--- src/rtl/dependency_check_if.sv ---
// Decode-stage bus: instruction in, decoded controls and forwarding selects out.
// master drives the instruction word, slave is the decode stage.
interface dependency_check_if;
  logic [19:0] ins;
  logic [1:0]  mux_sel_a;
  logic [1:0]  mux_sel_b;
  logic        imm_sel;
  logic [7:0]  Imm;
  logic        mem_en_dec;
  logic        mem_rw_dec;
  logic        mem_mux_sel_dec;
  logic [4:0]  RW_dec;
  logic [4:0]  op_dec;

  modport master (
    output ins,
    input  mux_sel_a, mux_sel_b, imm_sel, Imm,
    input  mem_en_dec, mem_rw_dec, mem_mux_sel_dec,
    input  RW_dec, op_dec
  );

  modport slave (
    input  ins,
    output mux_sel_a, mux_sel_b, imm_sel, Imm,
    output mem_en_dec, mem_rw_dec, mem_mux_sel_dec,
    output RW_dec, op_dec
  );
endinterface

--- src/rtl/dependency_check.sv ---
// Decode and hazard detection for the 8-bit MIPS pipeline.
// Macro FWD_WB_EN enables the two-back (WB) forwarding path.
module dependency_check (
  input  logic                      clk,
  input  logic                      reset,
  dependency_check_if.slave         dc
);

  localparam logic [4:0] OP_LOAD  = 5'b01100;
  localparam logic [4:0] OP_STORE = 5'b01101;

  logic [4:0] op, rw, ra, rb;
  logic       is_load, is_store;
  logic       imm_n, mem_en_n, mem_rw_n, mem_mux_n;
  logic       producer;
  logic [1:0] sel_a_n, sel_b_n;

  logic [4:0] h1;
  logic       h1_v;
`ifdef FWD_WB_EN
  logic [4:0] h2;
  logic       h2_v;
`endif

  assign op       = dc.ins[19:15];
  assign rw       = dc.ins[14:10];
  assign ra       = dc.ins[9:5];
  assign rb       = dc.ins[4:0];
  assign is_load  = (op == OP_LOAD);
  assign is_store = (op == OP_STORE);

  // Opcode class decode: immediate select, memory control, producer flag.
  always_comb begin
    imm_n     = 1'b0;
    mem_en_n  = 1'b0;
    mem_rw_n  = 1'b0;
    mem_mux_n = 1'b0;
    producer  = 1'b1;
    unique case (1'b1)
      is_load: begin
        imm_n     = 1'b1;
        mem_en_n  = 1'b1;
        mem_mux_n = 1'b1;
      end
      is_store: begin
        imm_n    = 1'b1;
        mem_en_n = 1'b1;
        mem_rw_n = 1'b1;
        producer = 1'b0;
      end
      op[4]: imm_n = 1'b1;
      default: ;
    endcase
  end

  // Forwarding selects against in-flight destinations; newest match wins.
  always_comb begin
    sel_a_n = 2'b00;
    sel_b_n = 2'b00;
    if (h1_v && ra == h1) sel_a_n = 2'b01;
`ifdef FWD_WB_EN
    else if (h2_v && ra == h2) sel_a_n = 2'b10;
`endif
    if (h1_v && rb == h1) sel_b_n = 2'b01;
`ifdef FWD_WB_EN
    else if (h2_v && rb == h2) sel_b_n = 2'b10;
`endif
  end

  // Destination history; r0 never becomes a valid forwarding source.
  always_ff @(posedge clk or negedge reset) begin
    if (!reset) begin
      h1   <= '0;
      h1_v <= 1'b0;
`ifdef FWD_WB_EN
      h2   <= '0;
      h2_v <= 1'b0;
`endif
    end else begin
      h1   <= rw;
      h1_v <= producer && (rw != 5'd0);
`ifdef FWD_WB_EN
      h2   <= h1;
      h2_v <= h1_v;
`endif
    end
  end

  // Registered decode outputs, one cycle after the instruction edge.
  always_ff @(posedge clk or negedge reset) begin
    if (!reset) begin
      dc.mux_sel_a       <= '0;
      dc.mux_sel_b       <= '0;
      dc.imm_sel         <= 1'b0;
      dc.Imm             <= '0;
      dc.mem_en_dec      <= 1'b0;
      dc.mem_rw_dec      <= 1'b0;
      dc.mem_mux_sel_dec <= 1'b0;
      dc.RW_dec          <= '0;
      dc.op_dec          <= '0;
    end else begin
      dc.mux_sel_a       <= sel_a_n;
      dc.mux_sel_b       <= sel_b_n;
      dc.imm_sel         <= imm_n;
      dc.Imm             <= {3'b000, rb};
      dc.mem_en_dec      <= mem_en_n;
      dc.mem_rw_dec      <= mem_rw_n;
      dc.mem_mux_sel_dec <= mem_mux_n;
      dc.RW_dec          <= rw;
      dc.op_dec          <= op;
    end
  end

endmodule

--- src/flat_wrapper.sv ---
// flat-port wrapper written by rule: the top's interface ports become plain ports
module dependency_check_flat 
  (clk, reset, dc_ins, dc_mux_sel_a, dc_mux_sel_b, dc_imm_sel, dc_Imm, dc_mem_en_dec, dc_mem_rw_dec, dc_mem_mux_sel_dec, dc_RW_dec, dc_op_dec);
  dependency_check_if dc_i ();
  input  logic clk;
  input  logic reset;
  input wire logic [$bits(dc_i.ins)-1:0] dc_ins;
  output wire logic [$bits(dc_i.mux_sel_a)-1:0] dc_mux_sel_a;
  output wire logic [$bits(dc_i.mux_sel_b)-1:0] dc_mux_sel_b;
  output wire logic [$bits(dc_i.imm_sel)-1:0] dc_imm_sel;
  output wire logic [$bits(dc_i.Imm)-1:0] dc_Imm;
  output wire logic [$bits(dc_i.mem_en_dec)-1:0] dc_mem_en_dec;
  output wire logic [$bits(dc_i.mem_rw_dec)-1:0] dc_mem_rw_dec;
  output wire logic [$bits(dc_i.mem_mux_sel_dec)-1:0] dc_mem_mux_sel_dec;
  output wire logic [$bits(dc_i.RW_dec)-1:0] dc_RW_dec;
  output wire logic [$bits(dc_i.op_dec)-1:0] dc_op_dec;
  assign dc_i.ins = dc_ins;
  assign dc_mux_sel_a = dc_i.mux_sel_a;
  assign dc_mux_sel_b = dc_i.mux_sel_b;
  assign dc_imm_sel = dc_i.imm_sel;
  assign dc_Imm = dc_i.Imm;
  assign dc_mem_en_dec = dc_i.mem_en_dec;
  assign dc_mem_rw_dec = dc_i.mem_rw_dec;
  assign dc_mem_mux_sel_dec = dc_i.mem_mux_sel_dec;
  assign dc_RW_dec = dc_i.RW_dec;
  assign dc_op_dec = dc_i.op_dec;
  dependency_check u_core (.clk(clk), .reset(reset), .dc(dc_i));
endmodule
--- config.mk ---
export PLATFORM = sky130hd
export DESIGN_NAME = dependency_check_flat
export DESIGN_NICKNAME = d
export VERILOG_FILES = /design/src/rtl/dependency_check_if.sv /design/src/rtl/dependency_check.sv /design/src/flat_wrapper.sv
export SDC_FILE = /design/constraint.sdc
export NUM_CORES = 1
export LEC_CHECK = 0
export CORE_ASPECT_RATIO = 1.4
export CORE_UTILIZATION = 30
export CTS_CLUSTER_SIZE = 28
export DETAILED_ROUTE_END_ITERATION = 8
export GPL_TIMING_DRIVEN = 0
export PLACE_DENSITY = 0.68
export SLEW_MARGIN = 20
export SYNTH_ARGS = -nofsm -noshare
export SYNTH_HDL_FRONTEND = slang
export SYNTH_SLANG_ARGS = --single-unit
--- constraint.sdc ---
create_clock -name clk -period 2.3 [get_ports clk]
set_input_delay 0.345 -clock clk [delete_from_list [all_inputs] [get_ports clk]]
set_output_delay 0.345 -clock clk [all_outputs]
set_load 0.01 [all_outputs]
# Word level (Yosys, flattened, before mapping)
# Index checks and enable logic that the tools add are counted.
# classes
eq_ne,4
reduce_logical,6
n_mux,7
# ops
op,n
equality test 5 x 4 -> 1 bit (second input constant),2
equality test 5 bit,2
2-to-1 mux 1 bit,7
nonzero test 5 bit,1
logical AND 1 bit,3
OR reduction 3 bit,1
OR reduction 2 bit,1
# word_totals
reg_bits,22
word_cells,27
input_bits,22
out_inout_bits,26

# Depth between registers and ports, before layout
# depth
depth_word,3
depth_mapped,3
ltp_nobuf,3

# Worst setup path after synthesis
# No wires, ideal clock.
# synth_timing
kind,register to register
startpoint,register u_core.h1[0]
endpoint,register u_core.dc.mux_sel_a[0]
path_slack_ns,1.252
required_time_ns,2.233
arrival_time_ns,0.982
path_stages_with_launch,4
n_path_buf,0
synth_period_minus_slack_ns,1.048
setup_time_ns,0.067
path_cell_list,dfrtp_1 xor2_1 nor4_1 and3_1
# synth_between
elab_chain_len,3
# synth_rtl
item,line_no,source
from (decl),dependency_check.sv:18,logic [4:0] h1;
from (signal assigned),dependency_check.sv:80,h1 <= rw;
equality test 5 bit,dependency_check.sv:60,if (h1_v && ra == h1) sel_a_n = 2'b01;
logical AND 1 bit,dependency_check.sv:60,
2-to-1 mux 1 bit,dependency_check.sv:60,
named net u_core.sel_a_n[0],dependency_check.sv:16,"logic [1:0] sel_a_n, sel_b_n;"
to (signal assigned),dependency_check.sv:102,dc.mux_sel_a <= sel_a_n;
to (decl),dependency_check_if.sv:24,"output mux_sel_a, mux_sel_b, imm_sel, Imm,"
# The timed path passes the listed nets, and every way through them passes these cells.

==> results.cfg <==
[run_status]
status = complete, but fails checks
violations = design-rule violations

[critical_path]
crit_fanout = 3
cp_top_family = buffers and inverters
crit_path_start_kind = flop
cpPeakStageDelay_ns = 0.56
arrival_ns = 1.30
end_kind = output pin
criticalPathCategory = flop to output pin
worst-path-buf-inv = 1
required_ns = 1.96
slowest_stage = clkdlybuf4s50_1
cp_cell_sequence = clkdlybuf4s50_1

[logic_synthesis]
netlist_instances = 50
synth_edf_count = 0
synth.area.mux_share_pct = 0
synth_compound_area_share_pct = 1.67
synth_fa_ha_area_share_pct = 0
synth_simple_gate_area_share_pct = 7.68
yosysWarnings = 0
syn_area_um2 = 749
synth-seq-area-share_pct = 73.5
synth_top_family_by_area = XOR/XNOR gates
synthXorXnorAreaFrac_pct = 11.7
synth-main-ff-cell = dfrtp_1
syn_area_per_cell_um2 = 15.0
synth.distinct_cells = 13
postSynth.asyncResetShare_pct = 100
ys_ff_latch = 22

[clock_network]
insertion_delay_ns = 0.30
ctsResizeCount = 0
clock_tree.buffer_depth = 2
htree_levels = 1
cts_buffers = 3
post_cts_buffers = 0
cts_hold_buf = 0
clkSinkCount = 22
clkTransAtPathRegs_ns = 0.11
cts-root-buf = clkbuf_4
tritoncts = built

[detailed_routing]
wl_um = 1430
wl_met3_um = 142
drt-met1-wl_um = 513
drc = 5
num_vias = 558
drt-initial-drc-count = 8
maxUsedRoutingLayer = met4
wl_met2_um = 718
ant_nets = 0
viasPerCell = 4.16
wire_per_inst_um = 10.6
drt_pass1_iterations = 6

[timing]
finalWorstSetupSlack_ns = 0.652
slew_headroom_pct = 39.3
tightest_slew_ns = 0.907
hold_viol_final = 0
rsz0062_at_grt = false
setup_tns_ns = 0
fin_skew_ns = 0.000599
setup_violations = 0
finalCritPeriodShare_pct = 71.6
finalCriticalPeriod_ns = 1.65
timing.fmax_ghz = 0.607
maxSlewViolCount = 0

[global_route]
antenna_found_initial = 0
gr-total-overflow = 0
grt_first_pass_wirelength_um = 2190
grt.total_usage_pct = 11.9
first_global_vias = 515
grt_max_degree = 23

[pwr]
power_density_mw_per_mm2 = 582
p_comb_share_pct = 16.3
swShare_pct = 21.8
seqPwrFrac_pct = 56.0
ir_worst_vdd_mv = 0.275
p_int_mw = 0.575
clkPwrFrac_pct = 27.7
power.switching_mw = 0.160
p_leak_nw = 0.552

[die]
ioPinCount = 48
start_util_pct = 31.3
die_w_um = 44.2
die_area_mm2 = 0.00270
die_height_um = 61.1
row_count = 21
core_area_mm2 = 0.00239

[place]
place_ws_ns = 0.713
port_buffers = 42
dpl.hpwl_um = 1130
placed_cells = 130
routabilityCongestion = 0.748

[worst_hold_path]
hp-class = primary input to flop

[flow_run]
drv_cap = 0

[finish]
areaGrowthSynthToFinish_pct = 68.6
instances_no_fill = 134
diodes = 0
nNetsFinal = 123
drive_gt1_share_pct = 9.00
-- path summary, 6_finish.rpt --
path / from / end / slack [ns] / depth (start not counted)
max in group asynchronous: reset / u_core.dc.Imm[1] / 1.20 / 1
min in group asynchronous: reset / u_core.h1_v / 0.54 / 1
setup reg to reg: u_core.h1[0] / u_core.dc.mux_sel_a[0] / 1.12 / 3
setup / recovery: u_core.h1[0] / dc_RW_dec[0] / 0.65 / 1
hold / removal: dc_ins[12] / u_core.h1[2] / 0.50 / 1
hold reg to reg: u_core.h1_v / u_core.dc.mux_sel_a[0] / 0.51 / 1
-- layout by cell type, fill, tap and decap left out --
cell type and n:
xnor2_1 2, clkbuf_8 1, nor4b_1 1, clkdlybuf4s50_1 42
o21bai_1 1, xor2_1 8, and3_1 2, clkbuf_4 3
nand2_1 1, a21oi_1 1, conb_1 5, nor3_1 2
nor4_1 3, buf_4 5, dfrtp_1 22, nor2_1 1
-- cells in the mapped netlist (2+ instances only) --
cell type / count / area share (%)
buf_4: 5 / 5.0
xnor2_1: 2 / 2.3
nor4_1: 3 / 2.5
nor3_1: 2 / 1.3
xor2_1: 8 / 9.3
and3_1: 2 / 1.7
dfrtp_1: 22 / 73
-- through the flow --
stage                     utilization [%]  instance area, um^2  hold slack (ns)  power [mW]
after floorplan                         -                  764           0.0494       0.455
after detailed placement             51.3                 1230            0.486       0.541
final                                52.9                 1260            0.499       0.736
after global routing                 52.9                 1260            0.488       0.769
after CTS                            52.9                 1260            0.492       0.742
after global placement               51.3                 1230            0.485       0.539
-- state kept, by name, summed over array words and instances, names as in the netlist --
signal	cells
u_core.dc.Imm	5
u_core.dc.op_dec	5
u_core.h1	5
u_core.dc.imm_sel	1
u_core.dc.mem_en_dec	1
u_core.dc.mem_mux_sel_dec	1
u_core.dc.mem_rw_dec	1
u_core.dc.mux_sel_a	1
u_core.dc.mux_sel_b	1
u_core.h1_v	1
-- kinds of logic after synthesis --
| kind of cell | count (synthesis) |
|---|---|
| flops | 22 |
| xor+xnor | 10 |
| simple gates | 10 |
| buf+inv | 5 |
| compound gates | 2 |
| other cells | 1 |
-- layer usage --
layer | GRT usage (%) | vias to the layer above
met5 | 0 | -
met4 | 11.7 | 0
met3 | 3.52 | 4
met2 | 19.7 | 34
met1 | 11.4 | 265
li1 | - | 255
-- cell type report --
| type | instances | area, um^2 |
|---|---|---|
| buffer | 5 | 37.5 |
| clock buffer | 4 | 36.3 |
| fill | 208 | 1130 |
| multi-input combinational | 27 | 176 |
| sequential | 22 | 551 |
| tap | 34 | 42.5 |
| timing repair buffer | 42 | 420 |
-- power groups by stage --
stage	logic [mW]	registers [mW]	clock network (mW)
detailed placement	0.121	0.420	0
floorplan	0.0264	0.428	0
finish	0.120	0.412	0.204
global route	0.130	0.414	0.224
CTS	0.122	0.412	0.208
global placement	0.121	0.419	0
(Power assumes the default switching activity.)
